$ cat src/rtl/hazard_pkg.sv
// Shared types and helpers for the pipeline hazard controller.
//   fwd_sel_t   : E-stage ALU operand source (register file, W result, M result)
//   mem_state_t : data-memory wait FSM state
//   fwd_select  : E-stage forwarding decision for one source register
package hazard_pkg;

  typedef enum logic [1:0] {
    FWD_RF  = 2'b00,
    FWD_WB  = 2'b01,
    FWD_MEM = 2'b10
  } fwd_sel_t;

  typedef enum logic [1:0] {
    IDLE = 2'b00,
    WAIT = 2'b01,
    DONE = 2'b10
  } mem_state_t;

  // M has priority over W (newer value); register 0 is never forwarded.
  function automatic fwd_sel_t fwd_select(
    input logic [4:0] src,
    input logic [4:0] wr_m,
    input logic       we_m,
    input logic [4:0] wr_w,
    input logic       we_w
  );
    fwd_sel_t sel;
    sel = FWD_RF;
    if (src != 5'd0) begin
      if (we_m && (src == wr_m))
        sel = FWD_MEM;
      else if (we_w && (src == wr_w))
        sel = FWD_WB;
    end
    return sel;
  endfunction

endpackage

$ cat src/rtl/mem_wait_fsm.sv
// Data-memory wait sequencer. Holds the pipeline while a multi-cycle load or
// store sits in stage M, then releases it for one completing cycle (DONE).
// Ports:
//   clk      in  clock, rising edge
//   reset    in  asynchronous active-high reset (state IDLE, counter 0)
//   access   in  load or store present in stage M
//   memstall out freeze request for the whole pipeline
// Parameter MEM_WAIT: stall cycles per access (0 = single-cycle memory).
module mem_wait_fsm
  import hazard_pkg::*;
#(
  parameter int unsigned MEM_WAIT = 2
) (
  input  logic clk,
  input  logic reset,
  input  logic access,
  output logic memstall
);

  localparam int unsigned CW     = (MEM_WAIT == 0) ? 1 : $clog2(MEM_WAIT + 1);
  localparam bit          MEM_EN = (MEM_WAIT != 0);
  localparam logic [CW-1:0] LOAD = CW'((MEM_WAIT > 1) ? (MEM_WAIT - 1) : 0);
  localparam logic [CW-1:0] ONE  = CW'(1);

  mem_state_t      state_q;
  logic [CW-1:0]   cnt_q;

  // The IDLE cycle that detects the access is itself the first stall cycle,
  // so cnt holds the stall cycles still owed in WAIT (including the current
  // one); total freeze is exactly MEM_WAIT cycles followed by DONE.
  always_ff @(posedge clk or posedge reset) begin
    if (reset) begin
      state_q <= IDLE;
      cnt_q   <= '0;
    end else begin
      case (state_q)
        IDLE: begin
          if (access && MEM_EN) begin
            cnt_q   <= LOAD;
            state_q <= (MEM_WAIT == 1) ? DONE : WAIT;
          end
        end
        WAIT: begin
          if (cnt_q <= ONE)
            state_q <= DONE;
          else
            cnt_q <= cnt_q - ONE;
        end
        DONE: begin
          // Access still seen here belongs to the completing instruction.
          state_q <= IDLE;
          cnt_q   <= '0;
        end
        default: begin
          state_q <= IDLE;
          cnt_q   <= '0;
        end
      endcase
    end
  end

  always_comb begin
    memstall = 1'b0;
    if (state_q == WAIT)
      memstall = 1'b1;
    else if ((state_q == IDLE) && access && MEM_EN)
      memstall = 1'b1;
  end

endmodule

$ cat src/rtl/hazard_ctrl.sv
// Hazard unit of the 5-stage MIPS pipeline: forwarding selects, load-use and
// branch-compare stalls, taken-branch squash, and full-pipeline freeze while a
// multi-cycle data-memory access is outstanding in M.
// Ports:
//   clk, reset                 clock / async active-high reset
//   RsD, RtD, RsE, RtE         source registers in D and E
//   WriteRegE/M/W, RegWriteE/M/W  destination register and write enable per stage
//   MemtoRegE/M, MemWriteM     load in E/M, store in M
//   BranchD, PCSrcD            branch in D, branch taken
//   StallF..StallW, FlushE, RegClrD  pipeline register controls
//   ForwardAD/BD               D-stage compare operand from ALUOutM
//   ForwardAE/BE               E-stage operand select (fwd_sel_t encoding)
// Optional macro HAZARD_PERF_EN adds StallCnt / FlushCnt event counters.
module hazard_ctrl
  import hazard_pkg::*;
#(
  parameter int unsigned MEM_WAIT = 2
) (
  input  logic       clk,
  input  logic       reset,
  input  logic [4:0] RsD,
  input  logic [4:0] RtD,
  input  logic [4:0] RsE,
  input  logic [4:0] RtE,
  input  logic [4:0] WriteRegE,
  input  logic [4:0] WriteRegM,
  input  logic [4:0] WriteRegW,
  input  logic       RegWriteE,
  input  logic       RegWriteM,
  input  logic       RegWriteW,
  input  logic       MemtoRegE,
  input  logic       MemtoRegM,
  input  logic       MemWriteM,
  input  logic       BranchD,
  input  logic       PCSrcD,
  output logic       StallF,
  output logic       StallD,
  output logic       StallE,
  output logic       StallM,
  output logic       StallW,
  output logic       FlushE,
  output logic       RegClrD,
  output logic       ForwardAD,
  output logic       ForwardBD,
  output logic [1:0] ForwardAE,
  output logic [1:0] ForwardBE
`ifdef HAZARD_PERF_EN
  ,
  output logic [31:0] StallCnt,
  output logic [31:0] FlushCnt
`endif
);

  logic     memstall;
  logic     lwstall;
  logic     brstall;
  logic     fwd_ad;
  logic     fwd_bd;
  fwd_sel_t fwd_ae;
  fwd_sel_t fwd_be;

  mem_wait_fsm #(
    .MEM_WAIT (MEM_WAIT)
  ) u_mem_wait_fsm (
    .clk      (clk),
    .reset    (reset),
    .access   (MemtoRegM | MemWriteM),
    .memstall (memstall)
  );

  always_comb begin
    fwd_ae = fwd_select(RsE, WriteRegM, RegWriteM, WriteRegW, RegWriteW);
    fwd_be = fwd_select(RtE, WriteRegM, RegWriteM, WriteRegW, RegWriteW);
    fwd_ad = (RsD != 5'd0) && (RsD == WriteRegM) && RegWriteM;
    fwd_bd = (RtD != 5'd0) && (RtD == WriteRegM) && RegWriteM;
  end

  always_comb begin
    lwstall = MemtoRegE && ((RtE == RsD) || (RtE == RtD));
    brstall = BranchD &&
              ((RegWriteE && ((WriteRegE == RsD) || (WriteRegE == RtD))) ||
               (MemtoRegM && ((WriteRegM == RsD) || (WriteRegM == RtD))));
  end

  // Freeze holds W as well so W-stage forwarding stays valid during the wait.
  always_comb begin
    StallF    = 1'b0;
    StallD    = 1'b0;
    StallE    = 1'b0;
    StallM    = 1'b0;
    StallW    = 1'b0;
    FlushE    = 1'b0;
    RegClrD   = 1'b0;
    ForwardAD = 1'b0;
    ForwardBD = 1'b0;
    ForwardAE = FWD_RF;
    ForwardBE = FWD_RF;
    if (!reset) begin
      if (memstall) begin
        StallF = 1'b1;
        StallD = 1'b1;
        StallE = 1'b1;
        StallM = 1'b1;
        StallW = 1'b1;
      end else if (lwstall || brstall) begin
        StallF = 1'b1;
        StallD = 1'b1;
        FlushE = 1'b1;
      end
      RegClrD   = PCSrcD && !StallD && !memstall;
      ForwardAD = fwd_ad;
      ForwardBD = fwd_bd;
      ForwardAE = fwd_ae;
      ForwardBE = fwd_be;
    end
  end

`ifdef HAZARD_PERF_EN
  always_ff @(posedge clk or posedge reset) begin
    if (reset) begin
      StallCnt <= '0;
      FlushCnt <= '0;
    end else begin
      if (StallF)
        StallCnt <= StallCnt + 32'd1;
      if (FlushE || RegClrD)
        FlushCnt <= FlushCnt + 32'd1;
    end
  end
`endif

endmodule

$ cat config.mk
export PLATFORM = sky130hd
export DESIGN_NAME = hazard_ctrl
export DESIGN_NICKNAME = d
export VERILOG_FILES = /design/src/rtl/hazard_pkg.sv /design/src/rtl/mem_wait_fsm.sv /design/src/rtl/hazard_ctrl.sv
export SDC_FILE = /design/constraint.sdc
export NUM_CORES = 1
export LEC_CHECK = 0
export BUFFER_PORTS_ARGS = -buffer_cell sky130_fd_sc_hd__buf_4
export CAP_MARGIN = 10
export CORE_AREA = 2 2 51 53
export DETAILED_ROUTE_END_ITERATION = 6
export DIE_AREA = 0 0 53 55
export GPL_ROUTABILITY_DRIVEN = 0
export GPL_TIMING_DRIVEN = 0
export PLACE_DENSITY = 0.75
export SLEW_MARGIN = 40
export SYNTH_ARGS = -nofsm -noshare
export SYNTH_HDL_FRONTEND = slang
export SYNTH_HIERARCHICAL = 1
export SYNTH_SLANG_ARGS = --single-unit
$ cat constraint.sdc
create_clock -name clk -period 1.5 [get_ports clk]
set_input_delay 0.075 -clock clk [delete_from_list [all_inputs] [get_ports clk]]
set_output_delay 0.075 -clock clk [all_outputs]
set_load 0.005 [all_outputs]
==> impl_metrics.csv, run 1 <==
group,metric,value,unit
run_status,status,"complete, no violations",
timing,hold_violations,0,
setup_path,critPathCaptureType,"output port",
synth,syn_nets,172,
place,port_buffers,52,
routing,dr_wl_met3,135,um
die,ios,58,
final_layout,area_delta_synth_final,51.8,%
synth,yosys_warnings,6,
final_layout,layout.nets,230,
synth,async_reset_ff_frac,1.00,
clock_tree,cts_made_buffers,3,
clock_tree,cts.sink_count,4,
timing,slew_violations,0,
routing,drc,0,
global_route,grt_first_pass_wirelength,4640,um
min_path,hold_path_end,"u_mem_wait_fsm/cnt_q[1]",
die,fp.dieW,53,um
setup_path,timing.rr.start,"u_mem_wait_fsm/cnt_q[1]",
place,placed_cell_area,1390,um^2
synth,ys_seq_area_frac,0.104,
final_layout,final_design_area_no_fill,1460,um^2
power_and_ir_drop,p_leak,0.000635,uW
clock_tree,cts_tree,"done",
synth,synthCells,126,
global_route,grt_max_degree,10,
min_path,holdPathStages,4,
synth,synth_area_leaders,"xnor2_1, xor2_1, dfrtp_1",
die,die_h,55,um
timing,worst_pin_slew,0.440,ns
synth,ys_seq_elements,4,
setup_path,worstRegToRegCells,4,
clock_tree,clockBufferDepth,2,
die,initial_core_util,0.408,
setup_path,rrSetupSlack,0.17,ns
place,dp_hpwl,2420,um
routing,ant_nets,0,
min_path,min_from,"MemWriteM",
global_route,antenna_found_initial,0,
setup_path,worst_ep_required_time,1.42,ns
routing,dr.pass1.iters,4,
routing,wl_met1,1210,um
global_route,grt_pass1_vias,1063,
routing,wl_per_cell,13.5,um
setup_path,crit_arrival,1.38,ns
synth,ys_top_cells_by_count,"xnor2_1, xor2_1, nor2_1",
power_and_ir_drop,ir_drop,0.537,mV
synth,yosysMostFrequentCell,"xnor2_1",
timing,period_share,0.970,
timing,clock.fmax,687,MHz
power_and_ir_drop,power,862,uW
timing,report.final.setup_viol,0,
synth,synth.largest_area_cell,"xnor2_1",
job,max_cap_violations,0,
synth,synthDominantCellAreaShare,0.236,
routing,highest_layer,"met4",
synth,synth_edf_count,0,
timing,final.setup_skew,0.00384,ns
routing,vias,1086,
routing,viasPerCell,5.12,
routing,wl_met2,1460,um
timing,finalCriticalPeriod,1.46,ns
timing,finalSetupTns,0,ns
routing,drt_iter0_drc,9,
synth,synth_ff_type,"dfrtp_1",
setup_path,path_class,"primary input to output port",
clock_tree,cts_htree_levels,1,
die,core-area,2360,um^2
routing,postRouteWirelength,2860,um
setup_path,critPathMaxFanout,4,
synth,syn_area_per_cell,7.66,um^2
die,rows,18,
min_path,hp-class,"primary input to flop",
power_and_ir_drop,power-per-cell-area,589,nW/um^2
synth,syn_area,965,um^2
timing,whs,0.320,ns
final_layout,drive_above_1_share,0.401,
final_layout,antennaDiodeCount,0,
global_route,grt_overflow,0,
clock_tree,cts_root_buf,"clkbuf_4",
global_route,grt_usage,0.210,
setup_path,r2r_end,"u_mem_wait_fsm/cnt_q[1]",
clock_tree,clk_latency,0.23,ns
setup_path,start_kind,"primary input",
clock_tree,path_clk_slew,0.04,ns
timing,relSlewSlack,0.699,
die,die-area,2920,um^2
synth,yosysUniqueCellTypes,30,
-- where the power goes --
group / internal [uW] / total, uW / switching (uW)
Clock: 89.4 / 132 / 42.4
Sequential: 146 / 190 / 44.0
Combinational: 296 / 540 / 245
-- cell type report --
class                      instances  area (um^2)
fill                             229          901
multi-input combinational        112          848
timing repair buffer              53          400
sequential                         4          100
buffer                             8         47.5
tap                               30         37.5
clock buffer                       3         22.5
inverter                           2         7.51
-- how the worst max path moves through the flow --
stage / start / cells past startpoint / slack [ns] / end
global placement: WriteRegM[2] / 8 / 0.05 / StallF
finish: WriteRegM[2] / 8 / 0.04 / StallF
CTS: RsD[0] / 8 / 0.01 / StallF
global route: WriteRegM[2] / 8 / -0.06 / StallF
detailed placement: RsD[0] / 8 / 0.02 / StallF
floorplan: RtE[0] / 7 / 0.30 / StallF
-- stage by stage --
| step | utilization | setup slack (ns) | instances |
|---|---|---|---|
| global route | 0.619 | -0.0646 | 212 |
| CTS | 0.603 | 0.0140 | 212 |
| floorplan | - | 0.299 | 126 |
| finish | 0.619 | 0.0445 | 212 |
| detailed placement | 0.589 | 0.0202 | 208 |
| global placement | 0.589 | 0.0495 | 208 |
-- metal layers --
layer,up-vias,global-route usage
li1,543,-
met1,497,0.263
met2,38,0.398
met3,8,0.0269
met4,0,0.0171
met5,-,0
-- layout by cell type, fill, tap and decap left out --
master / instances
a2111oi_0: 1
a211oi_1: 1
a21boi_1: 1
a21oi_1: 2
a32o_1: 1
and3_1: 2
and3b_2: 1
and4_1: 1
buf_4: 55
clkbuf_2: 5
clkbuf_4: 3
dfrtp_1: 4
dlygate4sd3_1: 1
ha_1: 1
inv_1: 2
nand2_1: 7
nand3_1: 4
nand4_1: 2
nor2_1: 12
nor2_2: 1
nor2b_1: 2
nor2b_2: 1
nor3_1: 1
nor3_2: 2
nor3b_1: 3
nor4_1: 4
nor4_2: 2
nor4b_1: 2
o21ai_0: 1
o22ai_1: 1
o31ai_4: 1
or2_2: 1
or4_1: 4
xnor2_1: 26
xor2_1: 23
xor2_2: 1
-- what timing repair did --
item,in CTS,in global routing
hold buffers,1,0
endpoints found under the setup margin,0,4
resized for setup,0,16
hold endpoints to repair,4,0
setup buffers,0,0
-- critical path, cell delays in order --
cell     delay, ns
buf_4         0.14
xor2_1        0.22
nor3_2        0.09
a32o_1        0.29
o31ai_4       0.19
a21oi_1       0.11
buf_4         0.14
buf_4         0.12
-- registers in the layout, indices dropped and copies added, names as in the netlist --
signal / count
u_mem_wait_fsm/cnt_q: 2
u_mem_wait_fsm/state_q: 2
-- cell families after synthesis --
logic type | after synthesis | share of synthesized area
AO/OA/AOI/OAI | 9 | 0.0791
XOR/XNOR | 50 | 0.454
adder cells (fa/ha/maj) | 1 | 0.0130
buffers and inverters | 10 | 0.0506
flip-flops | 4 | 0.104
AND/OR/NAND/NOR | 52 | 0.300
No activity file was read; power rests on OpenSTA's default activity.
==> run 2: changes to the inputs <==
--- a/config.mk
+++ b/config.mk
@@ -7,12 +7,12 @@
 export LEC_CHECK = 0
 export BUFFER_PORTS_ARGS = -buffer_cell sky130_fd_sc_hd__buf_4
 export CAP_MARGIN = 10
-export CORE_AREA = 2 2 51 53
+export CORE_AREA = 2 2 53 55
 export DETAILED_ROUTE_END_ITERATION = 6
-export DIE_AREA = 0 0 53 55
+export DIE_AREA = 0 0 55 57
 export GPL_ROUTABILITY_DRIVEN = 0
 export GPL_TIMING_DRIVEN = 0
-export PLACE_DENSITY = 0.75
+export PLACE_DENSITY = 0.73
 export SLEW_MARGIN = 40
 export SYNTH_ARGS = -nofsm -noshare
 export SYNTH_HDL_FRONTEND = slang
==> constraint.sdc (replaced) <==
create_clock -name clk -period 1.3 [get_ports clk]
set_input_delay 0.065 -clock clk [delete_from_list [all_inputs] [get_ports clk]]
set_output_delay 0.065 -clock clk [all_outputs]
set_load 0.005 [all_outputs]
==> impl_metrics.csv, run 2 (same netlist as run 1, synthesis figures left out) <==
group,metric,value,unit
setup_path,r2r_end,"u_mem_wait_fsm/cnt_q[0]",
setup_path,critPathCaptureType,"output port",
final_layout,top_regs,"u_mem_wait_fsm/cnt_q (2), u_mem_wait_fsm/state_q (2)",
clock_tree,cts_root_buf,"clkbuf_4",
final_layout,drive_above_1_share,0.590,
place,port_buffers,52,
setup_path,crit_arrival,1.25,ns
die,ios,58,
clock_tree,cts_htree_levels,1,
power_and_ir_drop,p_switching,471,uW
timing,finalCriticalPeriod,1.31,ns
routing,drc,0,
min_path,min_from,"MemWriteM",
final_layout,antennaDiodeCount,0,
place,dp_hpwl,2400,um
final_layout,utilization,0.686,
timing,worst_slack,-0.0107,ns
power_and_ir_drop,power-per-cell-area,668,nW/um^2
power_and_ir_drop,p_comb_frac,0.693,
clock_tree,path_clk_slew,0.04,ns
clock_tree,cts_made_buffers,3,
die,die-area,3140,um^2
job,max_cap_violations,0,
min_path,holdPathStages,4,
global_route,grt_pass1_vias,1200,
setup_path,timing.rr.start,"u_mem_wait_fsm/cnt_q[1]",
global_route,grt_first_pass_wirelength,5020,um
timing,relSlewSlack,0.768,
min_path,hp-class,"primary input to flop",
setup_path,crit_chain,"buf_6 > xor2_1 > nor3_2 > a32o_2 > o31ai_4 > and4_1 > buf_4",
power_and_ir_drop,p_seq_frac,0.174,
routing,postRouteWirelength,3280,um
die,rows,19,
clock_tree,clockBufferDepth,2,
setup_path,path_class,"primary input to output port",
setup_path,worstRegToRegCells,5,
clock_tree,cts_tree,"done",
timing,hold_violations,0,
setup_path,critPathMaxFanout,4,
timing,report.final.setup_viol,1,
timing,clock.fmax,763,MHz
global_route,grt_max_degree,10,
routing,viasPerCell,5.26,
die,initial_core_util,0.369,
global_route,antenna_found_initial,0,
die,die_h,57,um
routing,drt_iter0_drc,20,
clock_tree,cts.sink_count,4,
global_route,grt_overflow,0,
setup_path,worst_ep_required_time,1.24,ns
setup_path,rrSetupSlack,0.06,ns
final_layout,num-fill-cells,203,
final_layout,layout.nets,236,
power_and_ir_drop,p_int,727,uW
run_status,status,"finished with violations",
die,fp.dieW,55,um
routing,dr.pass1.iters,4,
timing,period_share,1.01,
timing,final.setup_skew,0.00245,ns
routing,ant_nets,0,
final_layout,mostFrequentLayoutCells,"buf_4, xnor2_1, xor2_1, buf_6",
global_route,grt_usage,0.212,
power_and_ir_drop,clockPowerShare,0.132,
final_layout,area_delta_synth_final,86.0,%
final_layout,layout_commonest_cell,"buf_4",
routing,wl_per_cell,15.0,um
setup_path,crit_start,"RsD[3]",
timing,whs,0.301,ns
clock_tree,clk_latency,0.24,ns
setup_path,slowest_stage,"a32o_2",
power_and_ir_drop,ir_drop,0.647,mV
run_status,violations,"setup timing",
timing,rsz0062_at_grt,"yes",
power_and_ir_drop,p_leak,0.000753,uW
power_and_ir_drop,switching_share,0.393,
min_path,hold_path_end,"u_mem_wait_fsm/cnt_q[1]",
routing,vias,1152,
die,core-area,2620,um^2
timing,finalSetupTns,-0.0107,ns
timing,slew_violations,0,
setup_path,critical_path.max_stage_delay,0.25,ns
timing,worst_pin_slew,0.344,ns
setup_path,start_kind,"primary input",
[run 2: cell type report]
type                            instances  area, um^2  share of cell area
Multi-Input combinational cell        112        1050               0.583
Buffer                                  7        48.8              0.0272
Inverter                                2        7.51             0.00418
Timing Repair Buffer                   60         529               0.295
Clock buffer                            3        22.5              0.0126
Sequential cell                         4         101              0.0565
Tap cell                               31        38.8              0.0216
[run 2: worst max-delay path by stage]
stage | depth (start not counted) | endpoint | slack, ns
finish | 7 | RegClrD | -0.01
global route | 7 | RegClrD | -0.06
CTS | 7 | RegClrD | -0.02
detailed placement | 8 | StallF | -0.16
global placement | 8 | StallF | -0.14
floorplan | 7 | StallF | 0.12
[run 2: timing repair]
item,in CTS,in global routing
setup endpoints to repair,9,11
gates resized for setup,39,37
buffers inserted,4,3
pin swaps,18,15
endpoints found under the hold margin,4,0
hold buffers,1,0
[run 2: power by group through the flow]
stage               logic, uW  clock network (uW)  registers [uW]
global route              899                 167             215
global placement          580                   0             214
detailed placement        605                   0             216
floorplan                 334                   0             206
CTS                       706                 163             209
finish                    830                 159             209
[run 2: per-layer routing]
layer  up-vias  routed length, um  share of wire  GRT usage
li1        545                  -              -          -
met1       555               1180           0.36      0.237
met2        44               1880           0.57      0.401
met3         8                169          0.052     0.0105
met4         0                 59          0.018     0.0767
met5         -                  0              0          0
[run 2: critical path: cells and delay by family]
family	cells	cell delay [ns]
AOI/OAI and AO/OA	2	0.48
xor gates and xnor gates	1	0.18
buffers and inverters	2	0.22
and+or+nand+nor	2	0.30
[run 2: stage by stage]
| step | area (um^2) | worst slack, ns | power, uW | std cells |
|---|---|---|---|---|
| floorplan | 965 | 0.119 | 540 | 126 |
| global placement | 1390 | -0.142 | 794 | 209 |
| detailed placement | 1390 | -0.163 | 821 | 209 |
| CTS | 1610 | -0.0159 | 1080 | 216 |
| global route | 1790 | -0.0603 | 1280 | 219 |
| finish | 1790 | -0.0107 | 1200 | 219 |
==> run 3: changes to the inputs <==
--- a/config.mk
+++ b/config.mk
@@ -5,13 +5,14 @@
 export SDC_FILE = /design/constraint.sdc
 export NUM_CORES = 1
 export LEC_CHECK = 0
+export ABC_AREA = 1
 export BUFFER_PORTS_ARGS = -buffer_cell sky130_fd_sc_hd__buf_4
-export CAP_MARGIN = 10
-export CORE_AREA = 2 2 53 55
+export CORE_AREA = 2 2 56 58
 export DETAILED_ROUTE_END_ITERATION = 6
-export DIE_AREA = 0 0 55 57
+export DIE_AREA = 0 0 58 60
 export GPL_ROUTABILITY_DRIVEN = 0
 export GPL_TIMING_DRIVEN = 0
+export HOLD_SLACK_MARGIN = 0.12
 export PLACE_DENSITY = 0.73
 export SLEW_MARGIN = 40
 export SYNTH_ARGS = -nofsm -noshare
==> impl_metrics.csv, run 3 <==
group,metric,value,unit
clock_tree,cts_tree,"done",
setup_path,start_kind,"flop",
clock_tree,cts_root_buf,"clkbuf_4",
routing,drc,0,
clock_tree,clockBufferDepth,2,
place,dp.cells,308,
timing,clock.fmax,792,MHz
min_path,holdPathStages,4,
global_route,grt_overflow,0,
synth,syn_nets,266,
power_and_ir_drop,p_int,763,uW
setup_path,crit_arrival,1.20,ns
min_path,hold_path_end,"u_mem_wait_fsm/state_q[0]",
synth,ys_seq_area_frac,0.0879,
final_layout,mostFrequentLayoutCells,"buf_4, nand2_1, inv_1, nor2_1",
clock_tree,path_clk_slew,0.03,ns
min_path,min_from,"MemWriteM",
global_route,grt_first_pass_wirelength,5490,um
final_layout,antennaDiodeCount,0,
routing,drt_iter0_drc,56,
die,die-area,3480,um^2
die,initial_core_util,0.392,
place,port_buffers,55,
final_layout,final_cells,320,
routing,wl_per_cell,10.8,um
run_status,status,"complete, no violations",
job,max_cap_violations,0,
global_route,grt_max_degree,8,
routing,ant_nets,0,
timing,worst_pin_slew,0.250,ns
routing,postRouteWirelength,3460,um
power_and_ir_drop,clockPowerShare,0.111,
timing,finalCriticalPeriod,1.26,ns
global_route,antenna_found_initial,0,
synth,synthDominantCellAreaShare,0.224,
final_layout,layout.nets,335,
global_route,grt_pass1_vias,1329,
synth,synth.largest_area_cell,"nand2_1",
setup_path,worstRegToRegCells,8,
synth,syn_area,1140,um^2
final_layout,drive_above_1_share,0.341,
synth,synth_edf_count,0,
power_and_ir_drop,p_leak,0.00103,uW
power_and_ir_drop,p_seq_frac,0.155,
synth,synth_ff_type,"dfrtp_1",
timing,hold_violations,0,
timing,relSlewSlack,0.832,
min_path,hp-class,"primary input to flop",
setup_path,path_class,"flop to output port",
setup_path,r2r_end,"u_mem_wait_fsm/cnt_q[0]",
routing,dr.pass1.iters,4,
final_layout,area_delta_synth_final,52.1,%
power_and_ir_drop,p_comb_frac,0.734,
timing,rsz0062_at_grt,"yes",
final_layout,layout_commonest_cell,"buf_4",
die,die_h,60,um
synth,yosysMostFrequentCell,"nand2_1",
die,fp.dieW,58,um
place,dp_hpwl,2710,um
setup_path,timing.rr.start,"u_mem_wait_fsm/state_q[0]",
synth,yosysUniqueCellTypes,25,
setup_path,critPathMaxFanout,2,
timing,whs,0.177,ns
timing,final.setup_skew,0.00356,ns
clock_tree,cts.sink_count,4,
die,core-area,2900,um^2
setup_path,rrSetupSlack,0.10,ns
synth,syn_area_per_cell,5.18,um^2
synth,ys_seq_elements,4,
synth,async_reset_ff_frac,1.00,
power_and_ir_drop,p_switching,540,uW
setup_path,critPathCaptureType,"output port",
routing,vias,1514,
synth,synth_area_leaders,"nand2_1, inv_1, dfrtp_1",
timing,report.final.setup_viol,0,
clock_tree,clk_latency,0.23,ns
setup_path,worst_ep_required_time,1.24,ns
timing,slew_violations,0,
synth,yosys_warnings,6,
die,rows,20,
die,ios,58,
global_route,grt_usage,0.195,
synth,synthCells,220,
power_and_ir_drop,power-per-cell-area,753,nW/um^2
routing,viasPerCell,4.73,
clock_tree,cts_made_buffers,3,
final_layout,top_regs,"u_mem_wait_fsm/cnt_q (2), u_mem_wait_fsm/state_q (2)",
power_and_ir_drop,switching_share,0.415,
timing,period_share,0.972,
synth,ys_top_cells_by_count,"nand2_1, inv_1, nor2_1",
clock_tree,cts_htree_levels,1,
power_and_ir_drop,ir_drop,1.02,mV
run 3: changes by cell type after synthesis, moves of 5 or more:
| cell | delta |
|---|---|
| inv_1 | +38 |
| xor2_1 | -15 |
| nor4_1 | -6 |
| inv_2 | +6 |
| xnor2_1 | -20 |
| nor2_1 | +11 |
| nand3_1 | +9 |
| nand2_1 | +61 |
| nor3_1 | +8 |
| clkbuf_1 | -5 |
run 3: layout make-up:
class	instances	area, um^2
clock buffers	3	22.5
fillers	314	1170
flip-flops and latches	4	100
repair buffers	65	494
well taps	33	41.3
inverters	46	176
plain buffers	4	27.5
multi-input cells	165	870
run 3: through the flow:
| stage | worst slack (ns) | power [uW] | utilization | setup TNS [ns] | instance area, um^2 |
|---|---|---|---|---|---|
| 2_1_floorplan | 0.184 | 628 | - | 0 | 1140 |
| 3_3_place_gp | -0.00571 | 911 | 0.549 | -0.00571 | 1590 |
| 3_5_place_dp | -0.0308 | 922 | 0.549 | -0.0308 | 1590 |
| 4_1_cts | 0.0149 | 1230 | 0.579 | 0 | 1680 |
| 5_1_grt | -0.0348 | 1420 | 0.597 | -0.135 | 1730 |
| 6_report | 0.0369 | 1300 | 0.597 | 0 | 1730 |
run 3: kinds of logic after synthesis:
family                   synth area share
AO/OA/AOI/OAI                       0.141
XOR/XNOR                            0.115
adder cells (fa/ha/maj)            0.0110
buffers and inverters               0.182
flip-flops                         0.0879
AND/OR/NAND/NOR                     0.463
run 3: worst max path at each step:
stage | startpoint | endpoint | depth (start not counted)
final | u_mem_wait_fsm/state_q[0] | FlushE | 7
after global placement | WriteRegM[0] | StallF | 15
after floorplan | u_mem_wait_fsm/state_q[1] | StallF | 6
after CTS | u_mem_wait_fsm/state_q[0] | u_mem_wait_fsm/cnt_q[0] | 10
after detailed placement | RtE[2] | StallF | 12
after global routing | WriteRegM[0] | StallD | 14
run 3: worst max-delay path, cell delays in order (launching register included):
cell and delay, ns:
dfrtp_1 0.37, inv_2 0.07, a21oi_2 0.05, inv_2 0.08, buf_4 0.12, nand2_1 0.04
a21oi_1 0.11, buf_4 0.12
run 3: per-layer routing:
layer	global-route usage	wire [um]
met4	0.0399	18
met5	0	0
met1	0.259	1500
met3	0.0108	185
met2	0.351	1760
run 3: what timing repair did:
action	CTS	global route
pin swaps	3	18
gates resized for setup	5	12
endpoints found under the hold margin	4	0
buffers inserted	8	3
hold buffers	1	0
setup endpoints to repair	5	8
run 3: power by group through the flow:
stage / Clock [uW] / Sequential [uW] / Combinational, uW
2_1_floorplan: 0 / 209 / 419
3_3_place_gp: 0 / 215 / 696
3_5_place_dp: 0 / 217 / 705
4_1_cts: 152 / 201 / 882
5_1_grt: 168 / 206 / 1050
6_report: 145 / 201 / 957
